$ cat config.mk
export PLATFORM = sky130hd
export DESIGN_NAME = hlsm_chain_accum_flat
export DESIGN_NICKNAME = d
export VERILOG_FILES = /design/src/rtl/hlsm_chain_accum_if.sv /design/src/rtl/hlsm_chain_accum.sv /design/src/flat_wrapper.sv
export SDC_FILE = /design/constraint.sdc
export NUM_CORES = 2
export LEC_CHECK = 0
export ABC_AREA = 1
export CAP_MARGIN = 20
export CORE_MARGIN = 2
export CORE_UTILIZATION = 30
export CTS_CLUSTER_SIZE = 10
export DETAILED_ROUTE_END_ITERATION = 7
export SYNTH_ARGS = -nofsm -noshare
export SYNTH_HDL_FRONTEND = slang
export SYNTH_SLANG_ARGS = --single-unit
$ cat constraint.sdc
create_clock -name clk -period 8.4 [get_ports clk]
set_clock_uncertainty 0.1 [all_clocks]
set_input_delay 1.68 -clock clk [delete_from_list [all_inputs] [get_ports clk]]
set_output_delay 1.68 -clock clk [all_outputs]
set_load 0.05 [all_outputs]
$ cat src/rtl/hlsm_chain_accum_if.sv
`default_nettype none
// ============================================================================
// Module   : hlsm_chain_accum_if
// Brief    : Start/operand/result bundle for hlsm_chain_accum.
// Revision : 1.0
// ============================================================================
interface hlsm_chain_accum_if #(
  parameter int WIDTH   = 32,
  parameter int NUM_OPS = 34
);
  logic                       start;
  logic [NUM_OPS*WIDTH-1:0]   ops;
  logic                       done;
  logic                       busy;
  logic                       ovf;
  logic [WIDTH-1:0]           result;

  modport master (output start, ops, input done, busy, ovf, result);
  modport slave  (input start, ops, output done, busy, ovf, result);
endinterface
`default_nettype wire

$ cat src/rtl/hlsm_chain_accum.sv
`default_nettype none
// ============================================================================
// Module   : hlsm_chain_accum
// Brief    : Snapshots NUM_OPS operands and returns sum(op) + op[0] + op[1].
//            Define HLSM_SATURATE_EN to clamp every add on carry-out.
// Revision : 1.0
// ============================================================================
module hlsm_chain_accum #(
  parameter int WIDTH   = 32,
  parameter int NUM_OPS = 34
) (
  input  wire logic            clk,
  input  wire logic            rst_n,
  hlsm_chain_accum_if.slave    bus
);
  localparam int SEL_W = $clog2(NUM_OPS);
  localparam int IDX_W = SEL_W + 1;
  localparam logic [IDX_W-1:0] LAST_IDX  = IDX_W'(NUM_OPS - 1);
  localparam logic [IDX_W-1:0] FIRST_ACC = IDX_W'(2);

  typedef enum logic [2:0] {
    S_WAIT  = 3'd0,
    S_LOAD  = 3'd1,
    S_ACC   = 3'd2,
    S_FIX   = 3'd3,
    S_FINAL = 3'd4
  } state_t;

  state_t             r_state;
  logic [WIDTH-1:0]   r_snap [NUM_OPS];
  logic [WIDTH-1:0]   r_t1;
  logic [WIDTH-1:0]   r_acc;
  logic [IDX_W-1:0]   r_idx;
  logic               r_done;
  logic               r_busy;
  logic               r_ovf;
  logic [WIDTH-1:0]   r_result;

  logic [WIDTH:0]     w_t1_sum;
  logic [WIDTH:0]     w_acc_sum;
  logic [WIDTH:0]     w_fix_sum;
  logic [SEL_W-1:0]   w_sel;

  // MSB of the return value is the carry-out; the low bits wrap or clamp.
  function automatic logic [WIDTH:0] add_op(input logic [WIDTH-1:0] a,
                                            input logic [WIDTH-1:0] b);
    logic [WIDTH:0] s;
    s = {1'b0, a} + {1'b0, b};
`ifdef HLSM_SATURATE_EN
    if (s[WIDTH]) s[WIDTH-1:0] = '1;
`else
    s = s;
`endif
    return s;
  endfunction

  assign w_sel     = r_idx[SEL_W-1:0];
  assign w_t1_sum  = add_op(r_snap[0], r_snap[1]);
  assign w_acc_sum = add_op(r_acc, r_snap[w_sel]);
  assign w_fix_sum = add_op(r_acc, r_t1);

  always_ff @(posedge clk or negedge rst_n) begin
    if (!rst_n) begin
      r_state  <= S_WAIT;
      r_t1     <= '0;
      r_acc    <= '0;
      r_idx    <= '0;
      r_done   <= 1'b0;
      r_busy   <= 1'b0;
      r_ovf    <= 1'b0;
      r_result <= '0;
      for (int k = 0; k < NUM_OPS; k++) r_snap[k] <= '0;
    end else begin
      case (r_state)
        S_WAIT: begin
          r_done <= 1'b0;
          if (bus.start) begin
            for (int k = 0; k < NUM_OPS; k++) r_snap[k] <= bus.ops[k*WIDTH +: WIDTH];
            r_ovf   <= 1'b0;
            r_busy  <= 1'b1;
            r_idx   <= '0;
            r_state <= S_LOAD;
          end
        end
        S_LOAD: begin
          r_t1  <= w_t1_sum[WIDTH-1:0];
          r_acc <= w_t1_sum[WIDTH-1:0];
          r_ovf <= r_ovf | w_t1_sum[WIDTH];
          r_idx <= FIRST_ACC;
          r_state <= (NUM_OPS == 2) ? S_FIX : S_ACC;
        end
        S_ACC: begin
          r_acc <= w_acc_sum[WIDTH-1:0];
          r_ovf <= r_ovf | w_acc_sum[WIDTH];
          r_idx <= r_idx + 1'b1;
          if (r_idx == LAST_IDX) r_state <= S_FIX;
        end
        S_FIX: begin
          r_result <= w_fix_sum[WIDTH-1:0];
          r_ovf    <= r_ovf | w_fix_sum[WIDTH];
          r_state  <= S_FINAL;
        end
        S_FINAL: begin
          r_done  <= 1'b1;
          r_busy  <= 1'b0;
          r_state <= S_WAIT;
        end
        default: begin
          r_busy  <= 1'b0;
          r_state <= S_WAIT;
        end
      endcase
    end
  end

  assign bus.done   = r_done;
  assign bus.busy   = r_busy;
  assign bus.ovf    = r_ovf;
  assign bus.result = r_result;
endmodule
`default_nettype wire

$ cat src/flat_wrapper.sv
// flat-port wrapper written by rule: the top's interface ports become plain ports
module hlsm_chain_accum_flat 
#(
  parameter int WIDTH   = 32,
  parameter int NUM_OPS = 34
)
  (clk, rst_n, bus_start, bus_ops, bus_done, bus_busy, bus_ovf, bus_result);
  hlsm_chain_accum_if #(.WIDTH(WIDTH), .NUM_OPS(NUM_OPS)) bus_i ();
  input  wire logic clk;
  input  wire logic rst_n;
  input wire logic [$bits(bus_i.start)-1:0] bus_start;
  input wire logic [$bits(bus_i.ops)-1:0] bus_ops;
  output wire logic [$bits(bus_i.done)-1:0] bus_done;
  output wire logic [$bits(bus_i.busy)-1:0] bus_busy;
  output wire logic [$bits(bus_i.ovf)-1:0] bus_ovf;
  output wire logic [$bits(bus_i.result)-1:0] bus_result;
  assign bus_i.start = bus_start;
  assign bus_i.ops = bus_ops;
  assign bus_done = bus_i.done;
  assign bus_busy = bus_i.busy;
  assign bus_ovf = bus_i.ovf;
  assign bus_result = bus_i.result;
  hlsm_chain_accum #(.WIDTH(WIDTH), .NUM_OPS(NUM_OPS)) u_core (.clk(clk), .rst_n(rst_n), .bus(bus_i));
endmodule
==> flow_summary.toml <==
[global_route]
grt_max_degree = 197
grt_pass1_vias = 60109
grt.overflow.total = 0
grt_usage_pct = 28.73
antenna_found_initial = 64
grt_pass1_wl_um = 433700

[pwr]
p_per_area_mw_per_mm2 = 434.3
p_leak_nw = 38.18
p_total_mw = 34.46
worst_ir_drop_vdd_uv = 311.3

[final_layout]
drive_gt1_share_pct = 3.114
nFillCells = 21175
fin_util_pct = 38.86
area_growth_syn_to_layout_pct = 29.18
stdcell_count = 12053
nNetsFinal = 10433

[worst_hold_path]
hp-start = "u_core.r_snap[173]$_DFFE_PN0P_"
min_path_type = "reg -> reg"
holdPathEnd = "u_core.r_snap[173]$_DFFE_PN0P_"
min_delay_path_depth = 2

[detailed_routing]
antenna_left = 0
avgViaCountPerCell = 4.999
wl_met3_um = 17910
routed.top_layer = "met5"
drc = 0
wl_per_cell_um = 25.46
drt_iter0_drc = 6169
dr_wl_met2_um = 146400
dr_total_vias = 60252
routed_wl_um = 306900
dr.pass1.iters = 8
wl_met1_um = 124200

[floorplan]
core_mm2 = 0.2042
die_w_um = 456.5
start_util_pct = 30.08
die_y_um = 456.5
dieArea_mm2 = 0.2084
rows = 166
num_io_pins = 1126

[worst_setup_path]
reg2reg_depth = 21
required_ns = 8.99
crit_path_max_fanout = 165
crit_path_start_kind = "flop"
r2r_slack_ns = 2.49
crit_arrival_ns = 6.50
end_kind = "flop"
critical_path_class = "reg -> reg"
timing.rr.start = "u_core.r_idx[0]$_DFFE_PN0P_"
crit-reg2reg-capture = "u_core.r_acc[18]$_DFFE_PN0N_"

[synthesis]
syn_nets = 9563
yosysTopAreaCell = "dfrtp_1"
synth.most_common_cell = "nand2_1"
netlist_area_mm2 = 0.06142
synth_cells = 8371
synthTopCellsByCount = "nand2_1, dfrtp_1, o21ai_0"
seq_area_frac_synth_pct = 48.77
syn_area_per_cell_um2 = 7.337
synth.distinct_cells = 37
synth_warnings = 0
synth.area.top_cells = "dfrtp_1, nand2_1, o21ai_0"
yosys_most_used_dff = "dfrtp_1"
synth.top_cell.area_share_pct = 48.77
synthArstFlopShare_pct = 100.0
synth-seq-cells = 1197
synth_enable_flop_cells = 0

[clock_tree]
cts_max_path_buffers = 3
path_clk_slew_ns = 0.07
cts_made_buffers = 148
clk_latency_ns = 0.82
cts_hold_buf = 0
cts_sinks = 1197
cts_setup_buffers = 0
cts_tree = "done"
cts.htree.levels = 4
cts_resized = 0
cts-root-buf = "clkbuf_16"

[place]
place.gp.congestion = 0.9418
numPortBuffers = 1125
dp_cells = 11779
hpwlAfterDp_um = 235400
place_ws_ns = 2.579

[timing]
fmax_mhz = 169.1
setup_ws_ns = 2.488
period_needed_ns = 5.912
period_share_pct = 70.38
maxSlewHeadroom_pct = 3.292
drv_slew = 0
rsz0062_at_grt = "no"
hold_violations = 0
final-setup-viol-count = 0
worst_pin_slew_ns = 1.451
tns_ns = 0

[outcome]
status = "complete, no violations"

[run]
cap_violations = 0
## per-layer routing
metal	track usage [%]	up-vias
li1	-	28223
met1	35.72	29138
met2	47.68	2348
met5	0	-
met3	4.561	517
met4	15.69	26
## cells by family (layout without fill, tap and decap cells)
kind of cell,Yosys count,count (layout),synth area share (%)
AO/OA/AOI/OAI,1858,1858,15.34
XOR/XNOR,44,44,0.6274
adder cells (fa/ha/maj),101,101,2.094
buffers and inverters,1220,2163,8.297
flip-flops,1197,1197,48.77
other,0,51,0
AND/OR/NAND/NOR,3951,3951,24.87
## layout make-up
type | count | area (µm²) | area share (%)
sequential | 1197 | 29960 | 37.76
tap | 2688 | 3363 | 4.239
clock inverter | 28 | 539.3 | 0.6796
antenna | 51 | 127.6 | 0.1608
timing repair buffer | 1201 | 12150 | 15.32
clock buffer | 195 | 3981 | 5.018
inverter | 739 | 2796 | 3.524
multi-input combinational | 5954 | 26420 | 33.30
## critical path, cell delays in order, from the launching register on
cell     delay (ns)
dfrtp_4        0.69
inv_8          0.49
buf_12         0.54
a21oi_1        0.12
o21ai_0        0.11
nand2_1        0.21
nand2_1        0.19
nand3_1        0.09
o21ai_1        0.27
nand2_1        0.09
nand2_1        0.06
nand2_1        0.12
ha_1           0.48
nand2_1        0.16
inv_1          0.10
nand2_1        0.11
nor3_1         0.60
nand4_1        0.35
nand4_1        0.20
nand3_1        0.09
nand3_1        0.08
nand2_1        0.08
## worst max-delay path by stage
stage	start	endpoint	slack (ns)	cells past startpoint
2_1_floorplan	u_core.r_idx[0]$_DFFE_PN0P_	u_core.r_acc[20]$_DFFE_PN0N_	5.23	25
4_1_cts	u_core.r_idx[0]$_DFFE_PN0P_	u_core.r_acc[18]$_DFFE_PN0N_	2.54	21
3_3_place_gp	u_core.r_idx[5]$_DFFE_PN0P_	u_core.r_acc[18]$_DFFE_PN0N_	1.95	16
3_5_place_dp	u_core.r_idx[0]$_DFFE_PN0P_	u_core.r_acc[18]$_DFFE_PN0N_	2.58	21
5_1_grt	u_core.r_idx[0]$_DFFE_PN0P_	u_core.r_acc[18]$_DFFE_PN0N_	2.30	21
6_report	u_core.r_idx[0]$_DFFE_PN0P_	u_core.r_acc[18]$_DFFE_PN0N_	2.49	21
## registers in the layout (all words and copies together), names as in the netlist
register	count
u_core.bus.busy	1
u_core.bus.done	1
u_core.bus.ovf	1
u_core.bus.result	32
u_core.r_acc	32
u_core.r_idx	7
u_core.r_snap	1088
u_core.r_state	3
u_core.r_t1	32
## placed cells by master, fill, tap and decap left out, drive strengths merged
master         instances
inv                  743
clkinv                16
o21ai               1220
fa                     3
nor4                   6
nand3                173
ha                    98
diode                 51
o31ai                  1
xnor2                 27
bufinv                 6
o21a                  14
clkdlybuf4s50       1124
nor3                  22
nand4                 39
buf                   77
xor2                  17
o22ai                  1
a211oi                 1
o21bai                10
clkbuf               195
nand3b                12
nand2               3478
or2                    5
nor2                 215
a21oi                587
o211ai                17
a21o                   6
a31oi                  1
and2                   1
dfrtp               1197
clkinvlp               2
## metrics by stage
stage	hold WS [ns]	instance area, µm²
floorplan	0.3436	61420
global placement	0.3559	74660
detailed placement	0.3598	74700
CTS	0.3752	79220
global route	0.3839	79310
finish	0.3699	79350
## report_power, final
part           switching [mW]  internal, mW
clock network            2.70          3.52
logic                    12.8          5.26
registers                1.66          8.56
total                    17.1          17.3
(Power assumes the default switching activity.)
